$ cat src/rtl/bcd_counter_display_if.sv
// Control and display bundle for the multi-digit BCD counter.
// The master drives count controls; the slave returns count and display pins.
interface bcd_counter_display_if #(
    parameter int DIGITS = 4
);
    logic                  en;
    logic                  up;
    logic                  load;
    logic [4*DIGITS-1:0]   load_val;
    logic [4*DIGITS-1:0]   count;
    logic                  overflow;
    logic [6:0]            y;
    logic [DIGITS-1:0]     control;

    modport master (
        output en, up, load, load_val,
        input  count, overflow, y, control
    );

    modport slave (
        input  en, up, load, load_val,
        output count, overflow, y, control
    );
endinterface

$ cat src/rtl/bcd_counter_display.sv
// N-digit BCD up/down counter with tick prescaler and a
// multiplexed active-low 7-segment display driver.
module bcd_counter_display #(
    parameter int DIGITS   = 4,
    parameter int TICK_DIV = 50_000_000,
    parameter int SCAN_DIV = 50_000,
    parameter int BLANK_LZ = 0
) (
    input  logic clk,
    input  logic rst,
    bcd_counter_display_if.slave bus
);

    localparam int TW = (TICK_DIV > 1) ? $clog2(TICK_DIV) : 1;
    localparam int SW = (SCAN_DIV > 1) ? $clog2(SCAN_DIV) : 1;
    localparam int LW = (DIGITS > 1) ? $clog2(DIGITS) : 1;
    localparam int NB = 4 * DIGITS;

    localparam logic [TW-1:0] TICK_LAST = TW'(TICK_DIV - 1);
    localparam logic [SW-1:0] SCAN_LAST = SW'(SCAN_DIV - 1);
    localparam logic [LW-1:0] SEL_LAST  = LW'(DIGITS - 1);

    logic [TW-1:0]     r_tick_cnt;
    logic [SW-1:0]     r_scan_cnt;
    logic [LW-1:0]     r_sel;
    logic [NB-1:0]     r_count;
    logic              r_overflow;
    logic [6:0]        r_y;
    logic [DIGITS-1:0] r_control;

    logic              w_tick;
    logic              w_scan;
    logic [NB-1:0]     w_load_clean;
    logic [NB-1:0]     w_inc;
    logic [NB-1:0]     w_dec;
    logic              w_inc_wrap;
    logic              w_dec_wrap;
    logic [3:0]        w_digit;
    logic              w_sel_lz;
    logic              w_blank;

    function automatic logic [6:0] seg7(input logic [3:0] d);
        logic [6:0] s;
        case (d)
            4'd0:    s = 7'b1000000;
            4'd1:    s = 7'b1111001;
            4'd2:    s = 7'b0100100;
            4'd3:    s = 7'b0110000;
            4'd4:    s = 7'b0011001;
            4'd5:    s = 7'b0010010;
            4'd6:    s = 7'b0000010;
            4'd7:    s = 7'b1111000;
            4'd8:    s = 7'b0000000;
            4'd9:    s = 7'b0011000;
            default: s = 7'b1111111;
        endcase
        return s;
    endfunction

    assign w_tick = (r_tick_cnt == TICK_LAST);
    assign w_scan = (r_scan_cnt == SCAN_LAST);

    // Free-running count-tick prescaler, independent of en and load
    always_ff @(posedge clk or posedge rst) begin
        if (rst) r_tick_cnt <= '0;
        else     r_tick_cnt <= w_tick ? '0 : r_tick_cnt + TW'(1);
    end

    // Free-running display-scan prescaler
    always_ff @(posedge clk or posedge rst) begin
        if (rst) r_scan_cnt <= '0;
        else     r_scan_cnt <= w_scan ? '0 : r_scan_cnt + SW'(1);
    end

    // Ripple increment/decrement candidates and sanitised load value
    always_comb begin : bcd_step
        logic       v_c;
        logic       v_b;
        logic [3:0] v_d;
        logic [3:0] v_n;
        v_c          = 1'b1;
        v_b          = 1'b1;
        v_d          = '0;
        v_n          = '0;
        w_inc        = '0;
        w_dec        = '0;
        w_load_clean = '0;
        for (int k = 0; k < DIGITS; k++) begin
            v_d = r_count[4*k +: 4];
            if (!v_c)
                w_inc[4*k +: 4] = v_d;
            else if (v_d == 4'd9)
                w_inc[4*k +: 4] = 4'd0;
            else begin
                w_inc[4*k +: 4] = v_d + 4'd1;
                v_c = 1'b0;
            end
            if (!v_b)
                w_dec[4*k +: 4] = v_d;
            else if (v_d == 4'd0)
                w_dec[4*k +: 4] = 4'd9;
            else begin
                w_dec[4*k +: 4] = v_d - 4'd1;
                v_b = 1'b0;
            end
            v_n = bus.load_val[4*k +: 4];
            w_load_clean[4*k +: 4] = (v_n > 4'd9) ? 4'd0 : v_n;
        end
        w_inc_wrap = v_c;
        w_dec_wrap = v_b;
    end

    // Count register: load beats tick, wrap raises a one-cycle overflow
    always_ff @(posedge clk or posedge rst) begin
        if (rst) begin
            r_count    <= '0;
            r_overflow <= 1'b0;
        end else begin
            r_overflow <= 1'b0;
            if (bus.load) begin
                r_count <= w_load_clean;
            end else if (w_tick && bus.en) begin
                if (bus.up) begin
                    r_count    <= w_inc;
                    r_overflow <= w_inc_wrap;
                end else begin
                    r_count    <= w_dec;
                    r_overflow <= w_dec_wrap;
                end
            end
        end
    end

    // Active digit advances on each scan step and wraps to 0
    always_ff @(posedge clk or posedge rst) begin
        if (rst)
            r_sel <= '0;
        else if (w_scan)
            r_sel <= (r_sel == SEL_LAST) ? '0 : r_sel + LW'(1);
    end

    // Pick the scanned digit and whether it and all higher digits are zero
    always_comb begin : disp_sel
        logic v_z;
        v_z      = 1'b1;
        w_digit  = '0;
        w_sel_lz = 1'b0;
        for (int k = DIGITS - 1; k >= 0; k--) begin
            v_z = v_z & (r_count[4*k +: 4] == 4'd0);
            if (LW'(k) == r_sel) begin
                w_digit  = r_count[4*k +: 4];
                w_sel_lz = v_z;
            end
        end
    end

    assign w_blank = (BLANK_LZ != 0) && (r_sel != '0) && w_sel_lz;

    // Registered anode select and segment pattern
    always_ff @(posedge clk or posedge rst) begin
        if (rst) begin
            r_control <= ~DIGITS'(1);
            r_y       <= 7'b1000000;
        end else begin
            r_control <= ~(DIGITS'(1) << r_sel);
            r_y       <= w_blank ? 7'b1111111 : seg7(w_digit);
        end
    end

    assign bus.count    = r_count;
    assign bus.overflow = r_overflow;
    assign bus.y        = r_y;
    assign bus.control  = r_control;

endmodule
$ cat src/flat_wrapper.sv
// flat-port wrapper written by rule: the top's interface ports become plain ports
module bcd_counter_display_flat 
#(
    parameter int DIGITS   = 4,
    parameter int TICK_DIV = 50_000_000,
    parameter int SCAN_DIV = 50_000,
    parameter int BLANK_LZ = 0
)
  (clk, rst, bus_en, bus_up, bus_load, bus_load_val, bus_count, bus_overflow, bus_y, bus_control);
  bcd_counter_display_if #(.DIGITS(DIGITS)) bus_i ();
  input  logic clk;
  input  logic rst;
  input wire logic [$bits(bus_i.en)-1:0] bus_en;
  input wire logic [$bits(bus_i.up)-1:0] bus_up;
  input wire logic [$bits(bus_i.load)-1:0] bus_load;
  input wire logic [$bits(bus_i.load_val)-1:0] bus_load_val;
  output wire logic [$bits(bus_i.count)-1:0] bus_count;
  output wire logic [$bits(bus_i.overflow)-1:0] bus_overflow;
  output wire logic [$bits(bus_i.y)-1:0] bus_y;
  output wire logic [$bits(bus_i.control)-1:0] bus_control;
  assign bus_i.en = bus_en;
  assign bus_i.up = bus_up;
  assign bus_i.load = bus_load;
  assign bus_i.load_val = bus_load_val;
  assign bus_count = bus_i.count;
  assign bus_overflow = bus_i.overflow;
  assign bus_y = bus_i.y;
  assign bus_control = bus_i.control;
  bcd_counter_display #(.DIGITS(DIGITS), .TICK_DIV(TICK_DIV), .SCAN_DIV(SCAN_DIV), .BLANK_LZ(BLANK_LZ)) u_core (.clk(clk), .rst(rst), .bus(bus_i));
endmodule
$ cat config.mk
export PLATFORM = sky130hd
export DESIGN_NAME = bcd_counter_display_flat
export DESIGN_NICKNAME = d
export VERILOG_FILES = /design/src/rtl/bcd_counter_display_if.sv /design/src/rtl/bcd_counter_display.sv /design/src/flat_wrapper.sv
export SDC_FILE = /design/constraint.sdc
export NUM_CORES = 1
export LEC_CHECK = 0
export CAP_MARGIN = 20
export CORE_MARGIN = 5
export CORE_UTILIZATION = 30
export CTS_CLUSTER_DIAMETER = 80
export DETAILED_ROUTE_END_ITERATION = 10
export MAX_ROUTING_LAYER = met4
export PLACE_DENSITY = 0.49
export SLEW_MARGIN = 20
export SYNTH_ARGS = -nofsm -noshare
export SYNTH_HDL_FRONTEND = slang
export SYNTH_SLANG_ARGS = --single-unit
$ cat constraint.sdc
create_clock -name clk -period 2.2 [get_ports clk]
set_input_delay 0.44 -clock clk [delete_from_list [all_inputs] [get_ports clk]]
set_output_delay 0.44 -clock clk [all_outputs]
set_load 0.005 [all_outputs]
# ---- Word-level counts from Yosys, hierarchy flattened
# Memory sizes are Yosys's and may differ from the RTL's. A register that Yosys moved wholly into a read port is not among the register bits.
# Cells that the tools add are included.
dict set report word_totals {
  ff_bits 65
  rom_bits 112
  inputBits 21
  output_inout_bits 28
  word_cells 98
  n_memories 1
}
dict set report op_classes {
  add_sub_neg 11
  order_cmp 4
  eq_ne 13
  shift 1
  n_mux 45
  bitwise_logic 1
  n_reduce_logical 13
}
# name depth width read_ports rd_ports_with_merged_regs write_ports line
set memory_table {}
lappend memory_table {{(no name shown)} 16 7 1 1 0 bcd_counter_display.sv:44} ;# case (d)
# cell count
set ops {}
lappend ops {{$mux 4} 22}
lappend ops {{$mux 16} 4}
lappend ops {{$add 26x1->26 const B} 1}
lappend ops {{$eq 26x26->1 const B} 1}
lappend ops {{$mux 26} 1}
lappend ops {{$mux 1} 17}
lappend ops {{$add 16x1->16 const B} 1}
lappend ops {{$add 4x1->4 const B} 4}
lappend ops {{$eq 16x16->1 const B} 1}
lappend ops {{$eq 4x4->1 const B} 4}
lappend ops {{$gt 4x4->1 const B} 4}
lappend ops {{$logic_not 4->1} 4}
lappend ops {{$sub 4x1->4 const B} 4}
lappend ops {{$ne 3x1->1 const B} 3}
lappend ops {{$reduce_and 3->1} 3}
lappend ops {{$reduce_bool 3->1} 3}
lappend ops {{$eq 2x2->1 const A} 2}
lappend ops {{$not 4->4} 1}
lappend ops {{$shl 1x2->4 const A} 1}
lappend ops {{$add 2x1->2 const B} 1}
lappend ops {{$eq 1x2->1 const A} 1}
lappend ops {{$eq 2x2->1 const B} 1}
lappend ops {{$logic_not 2->1} 1}
lappend ops {{$mux 2} 1}
lappend ops {{other kinds (2)} 2}

# ---- Longest topological paths before layout
dict set report depth {
  ltp_word 8
  ltp_mapped 10
}

# ---- Worst setup path before layout
# No wires, ideal clock.
dict set report synth_path {
  kind {reg-to-reg}
  start {register u_core.r_count[0], in the netlist u_core.bus.count[0]}
  end {register u_core.r_count[13], in the netlist u_core.bus.count[13]}
  t_arrival_ns 2.242
  required_time_ns 2.118
  setup_slack_ns -0.124
  stages_incl_launch_ff 6
  synth_period_minus_slack_ns 2.324
  cell_sequence {dfrtp_1 -> or4_1 -> or4_4 -> mux2_4 -> or3_1 -> a31oi_1}
}
dict set report synth_via {
  elab_chain_len 6
  elab_cells_between_ends 11
}
# item line
set synth_rtl {}
lappend synth_rtl {{start: declaration} bcd_counter_display.sv:26} ;# logic [NB-1:0] r_count;
lappend synth_rtl {{start signal: assignment} bcd_counter_display.sv:121} ;# r_count <= w_load_clean;
lappend synth_rtl {{start signal: assignment} bcd_counter_display.sv:124} ;# r_count <= w_inc;
lappend synth_rtl {{start signal: assignment} bcd_counter_display.sv:127} ;# r_count <= w_dec;
lappend synth_rtl {{$eq 4x4->1 or $logic_not 4->1 (tied branches)} {bcd_counter_display.sv:92, bcd_counter_display.sv:100}}
lappend synth_rtl {{$mux 1 (on tied branches)} {bcd_counter_display.sv:92, bcd_counter_display.sv:100}}
lappend synth_rtl {{$mux 1 (on tied branches) (2 in series)} {bcd_counter_display.sv:90, bcd_counter_display.sv:98}}
lappend synth_rtl {{$ne 3x1->1 (no source line) or $reduce_bool 3->1 (tied branches)} -}
lappend synth_rtl {{$reduce_and 3->1 (no source line) *} -}
# Mark *: on every way between the ends. The rest lies on a longest branch, timed or not.
# A chain may end at the register's enable or synchronous reset.

# ---- Worst setup path in the final report
dict set report layout_path {
  start {register u_core.r_count[10], in the netlist u_core.bus.count[10]}
  end {register u_core.r_count[13], in the netlist u_core.bus.count[13]}
}
dict set report layout_via {
  elab_chain_len 5
  elab_cells_between_ends 9
}
# item line
set layout_rtl {}
lappend layout_rtl {{$eq 4x4->1 or $logic_not 4->1 (tied branches)} {bcd_counter_display.sv:92, bcd_counter_display.sv:100}}
lappend layout_rtl {{$mux 1 (on tied branches)} {bcd_counter_display.sv:92, bcd_counter_display.sv:100}}
lappend layout_rtl {{$mux 1 (on tied branches)} {bcd_counter_display.sv:90, bcd_counter_display.sv:98}}
lappend layout_rtl {{$ne 3x1->1 (no source line) or $reduce_bool 3->1 (tied branches)} -}
lappend layout_rtl {{$reduce_and 3->1 (no source line) *} -}
# Marks and branches as above.

==> results.txt <==
The flow ran to the end, but the final reports show violations. The final reports fail on negative setup slack. The fraction of the cycle the final worst path needs came out at 102%. The power density of the placed cells came out at 580 mW/mm^2. In this run the worst path has a maximum fanout of 4. The average via count per standard cell came out at 5.15. The element type at the critical path end is a register.

The most common cell after layout, fill and taps aside is dfrtp_1. For the worst-skew pair, the clock arrives at the later sink with an insertion delay of 0.34 ns. The distinct cell type count of the synthesized netlist came out at 56. In this run the critical register-to-register path is launched from u_core.bus.count[10]. The post-synthesis to final-layout area growth came out at 31.7%. The tree is rooted in a clkbuf_16. Summed over all cells, the static leakage comes to 2.37 nW. The number of clock sinks came out at 72. The largest net degree at the start of global routing came out at 73. The clock tree skew after final layout came out at 0.00547 ns. The pre-CTS setup slack is -0.189 ns. The register bit count reported by yosys is 72. The final core area utilization came out at 40.5%. The die extent in x came out at 130 um.

The number of DRC violations after detailed routing is 0. The post-route total power came out at 3.29 mW. The setup slack after layout is -0.0505 ns.

Routability-driven placement finished with a final weighted congestion of 0.870. The die area is 0.0168 mm^2. The vertical extent of the die is 130 um. The cell area after technology mapping came out at 0.00430 mm^2. The number of inserted diodes is 0. The maximum level of the CTS H-tree is 3. The number of instances in the synthesized netlist is 490. No sink is reached through more buffers than the 2 on the longest clock path. The number of nets in the synthesized netlist is 518. The clock transition at the registers of the reported paths came out at 0.06 ns. The total global routing overflow is 0.

The worst register-to-register path has a setup slack of -0.05 ns. By area the synthesized netlist is led by dfrtp_1 40%, xnor2_1 4.5%, xor2_1 4.1%. The data arrival time of the critical path is 2.51 ns. The number of global-route vias before repair came out at 3,848. A synthesized cell averages 8.78 um^2.

Setup repair after global routing could not meet its margin everywhere. The transition time of the tightest slew-check pin is 0.540 ns. The biggest area contributor in the post-synthesis netlist is dfrtp_1. The type of the worst setup path is reg2reg.

TritonCTS built the clock tree. The minimum period implied by the final worst setup slack came out at 2.25 ns. The number of buffers inserted during clock tree synthesis came out at 9.

The core outline area is 0.0140 mm^2. The fraction of post-synthesis cell area in the top cell type by area is 39.6%. The first global-routing pass estimated 19,100 um of wire. For this run, asynchronously set or reset flops after synthesis account for 100%.

The depth of the worst register-to-register path came out at 5. The half-perimeter wire length after placement came out at 8450 um. The most used flip-flop cell after synthesis is dfrtp_1. In this run the core area contains 43 standard-cell rows. The I/O pin count came out at 49. In the layout the commonest cells are 68 x dfrtp_1, 53 x buf_4, 48 x clkdlybuf4s50_1, 43 x nor2_1, 33 x nand2_1. The peak clock frequency supported by timing came out at 0.444 GHz. The overall global routing resource usage came out at 14.7%.

Input and output buffers added on the ports amount to 48. The number of nets in the layout came out at 601. The routed layout has 3,901 vias. The required time of the critical path is 2.46 ns. Once detail routing completed, the nets flagged for antenna violations numbered 0. The synthesized design contains 0 enable-type register cells. The initial antenna violation count is 0. The reported max-cap violation count is 0. The endpoint identified for the worst register-to-register timing path is u_core.bus.count[13]. Measured against its own limit, the worst slew margin works out to 64.0%. The effective utilization at floorplan is 30.7%. The path class of the tightest hold or removal check is reg2reg. The worst-case IR drop observed on VDD is 0.353 mV. The minimum hold slack came out at 0.487 ns. The fraction of layout cells with a size suffix above 1 came out at 16.3%.

Setup violations remaining at the end of the flow were counted as 2. After filler insertion, the fill cell instance count of the layout stands at 1,424. In this run the worst setup path begins at u_core.bus.count[10]. The count of final hold-check violations is 0. The critical path ends at u_core.bus.count[13].

The count of warnings emitted by yosys is 0. After detailed routing, the average wire length per cell comes to 15.1 um. Summed over all failing endpoints, the final setup total negative slack is -0.0751 ns. The number of hold buffers added after cts is 0. The sequential cell area fraction in the yosys report is 42.0%. The detailed router finished its first iteration with 232 violations. The wire length after detailed routing is 11,500 um. The total area of multi-input combinational cells came out at 0.00236 mm^2. The type of origin of the critical path is a register. The first detailed-routing pass ran for 5 iterations. The sequential standard cell area came out at 0.00181 mm^2. The final max-slew violation count is 0.
## worst min-delay path by stage
stage                                     from              endpoint  slack [ns]  cells past startpoint
final                     u_core.r_scan_cnt[0]  u_core.r_scan_cnt[0]        0.49                      1
after global routing      u_core.r_tick_cnt[6]  u_core.r_tick_cnt[6]        0.51                      1
after CTS                 u_core.r_scan_cnt[0]  u_core.r_scan_cnt[0]        0.49                      1
after detailed placement  u_core.r_scan_cnt[0]  u_core.r_scan_cnt[0]        0.48                      1
after global placement    u_core.r_scan_cnt[0]  u_core.r_scan_cnt[0]        0.47                      1
after floorplan           u_core.r_scan_cnt[0]  u_core.r_scan_cnt[0]        0.45                      1
## area by class of cell
class,instances,area share [%]
inverter,25,1.72
clock inverter,6,0.773
sequential,72,31.9
timing repair buffer,102,15.9
tap,180,3.98
multi-input combinational,363,41.7
clock buffer,10,4.04
## sequential cells by signal, summed over array words and instances, names as in the netlist
name / count
u_core.r_sel: 2
u_core.bus.overflow: 1
u_core.r_scan_cnt: 16
u_core.bus.control: 4
u_core.bus.count: 16
u_core.r_tick_cnt: 26
u_core.bus.y: 7
## cells in the mapped netlist, types with 3 or more instances
cell type / number
o311ai_0: 5
o211ai_1: 4
o22ai_1: 4
a22oi_1: 3
clkbuf_1: 24
and3_1: 10
a211oi_1: 3
and4_1: 6
nand4_1: 11
and3b_1: 3
and2_1: 3
nor4bb_1: 3
nand2_1: 33
nor3_1: 15
a31oi_1: 5
nand3b_1: 6
nor2b_1: 5
o31ai_1: 6
nand3_1: 32
mux2i_1: 4
nor2_1: 43
inv_1: 25
dfrtp_1: 68
or4_1: 7
o21ai_0: 31
ha_1: 7
nor4_1: 6
nand2b_1: 5
a21oi_1: 25
or3_1: 5
dfstp_2: 4
nor4b_1: 5
xor2_1: 20
xnor2_1: 22
buf_1: 4
## per-stage QoR
| stage | std cells | cell area, um^2 |
|---|---|---|
| floorplan | 490 | 4310 |
| global placement | 740 | 5300 |
| detailed placement | 740 | 5300 |
| CTS | 758 | 5620 |
| global route | 758 | 5660 |
| finish | 758 | 5660 |
## worst max-delay path, cell delays in order, from the launching register on
cell and delay (ns):
dfrtp_1 0.37, or4_1 0.52, or4_4 0.53, mux2_4 0.31, or3_1 0.31, a31oi_1 0.13
## metal layers
metal | global-route usage [%] | part of all wire [%]
met4 | 3.97 | 1.1
met2 | 24.0 | 48
met5 | - | 0
met3 | 3.23 | 4.4
met1 | 18.5 | 46
## where the power goes
group	total [mW]	internal [mW]	leakage, nW	switching, mW
clock	1.35	0.765	0.121	0.583
combinational	0.529	0.265	1.31	0.265
sequential	1.41	1.37	0.934	0.0380
total	3.29	2.40	2.37	0.886
## cell families (layout without fill, tap and decap cells)
| family | after synthesis | in the layout | synth area share (%) |
|---|---|---|---|
| AO/OA/AOI/OAI | 104 | 104 | 15.4 |
| XOR/XNOR | 42 | 42 | 8.55 |
| adder cells (fa/ha/maj) | 7 | 7 | 2.04 |
| buffers and inverters | 55 | 143 | 4.86 |
| flip-flops | 72 | 72 | 42.0 |
| multiplexers | 6 | 6 | 1.54 |
| AND/OR/NAND/NOR | 204 | 204 | 25.6 |
## what timing repair did
action	4_1_cts	5_1_grt
setup buffers	2	0
pin swaps	5	2
resized for setup	9	9
setup endpoints to repair	7	13
Power figures use the tool's default switching activity.
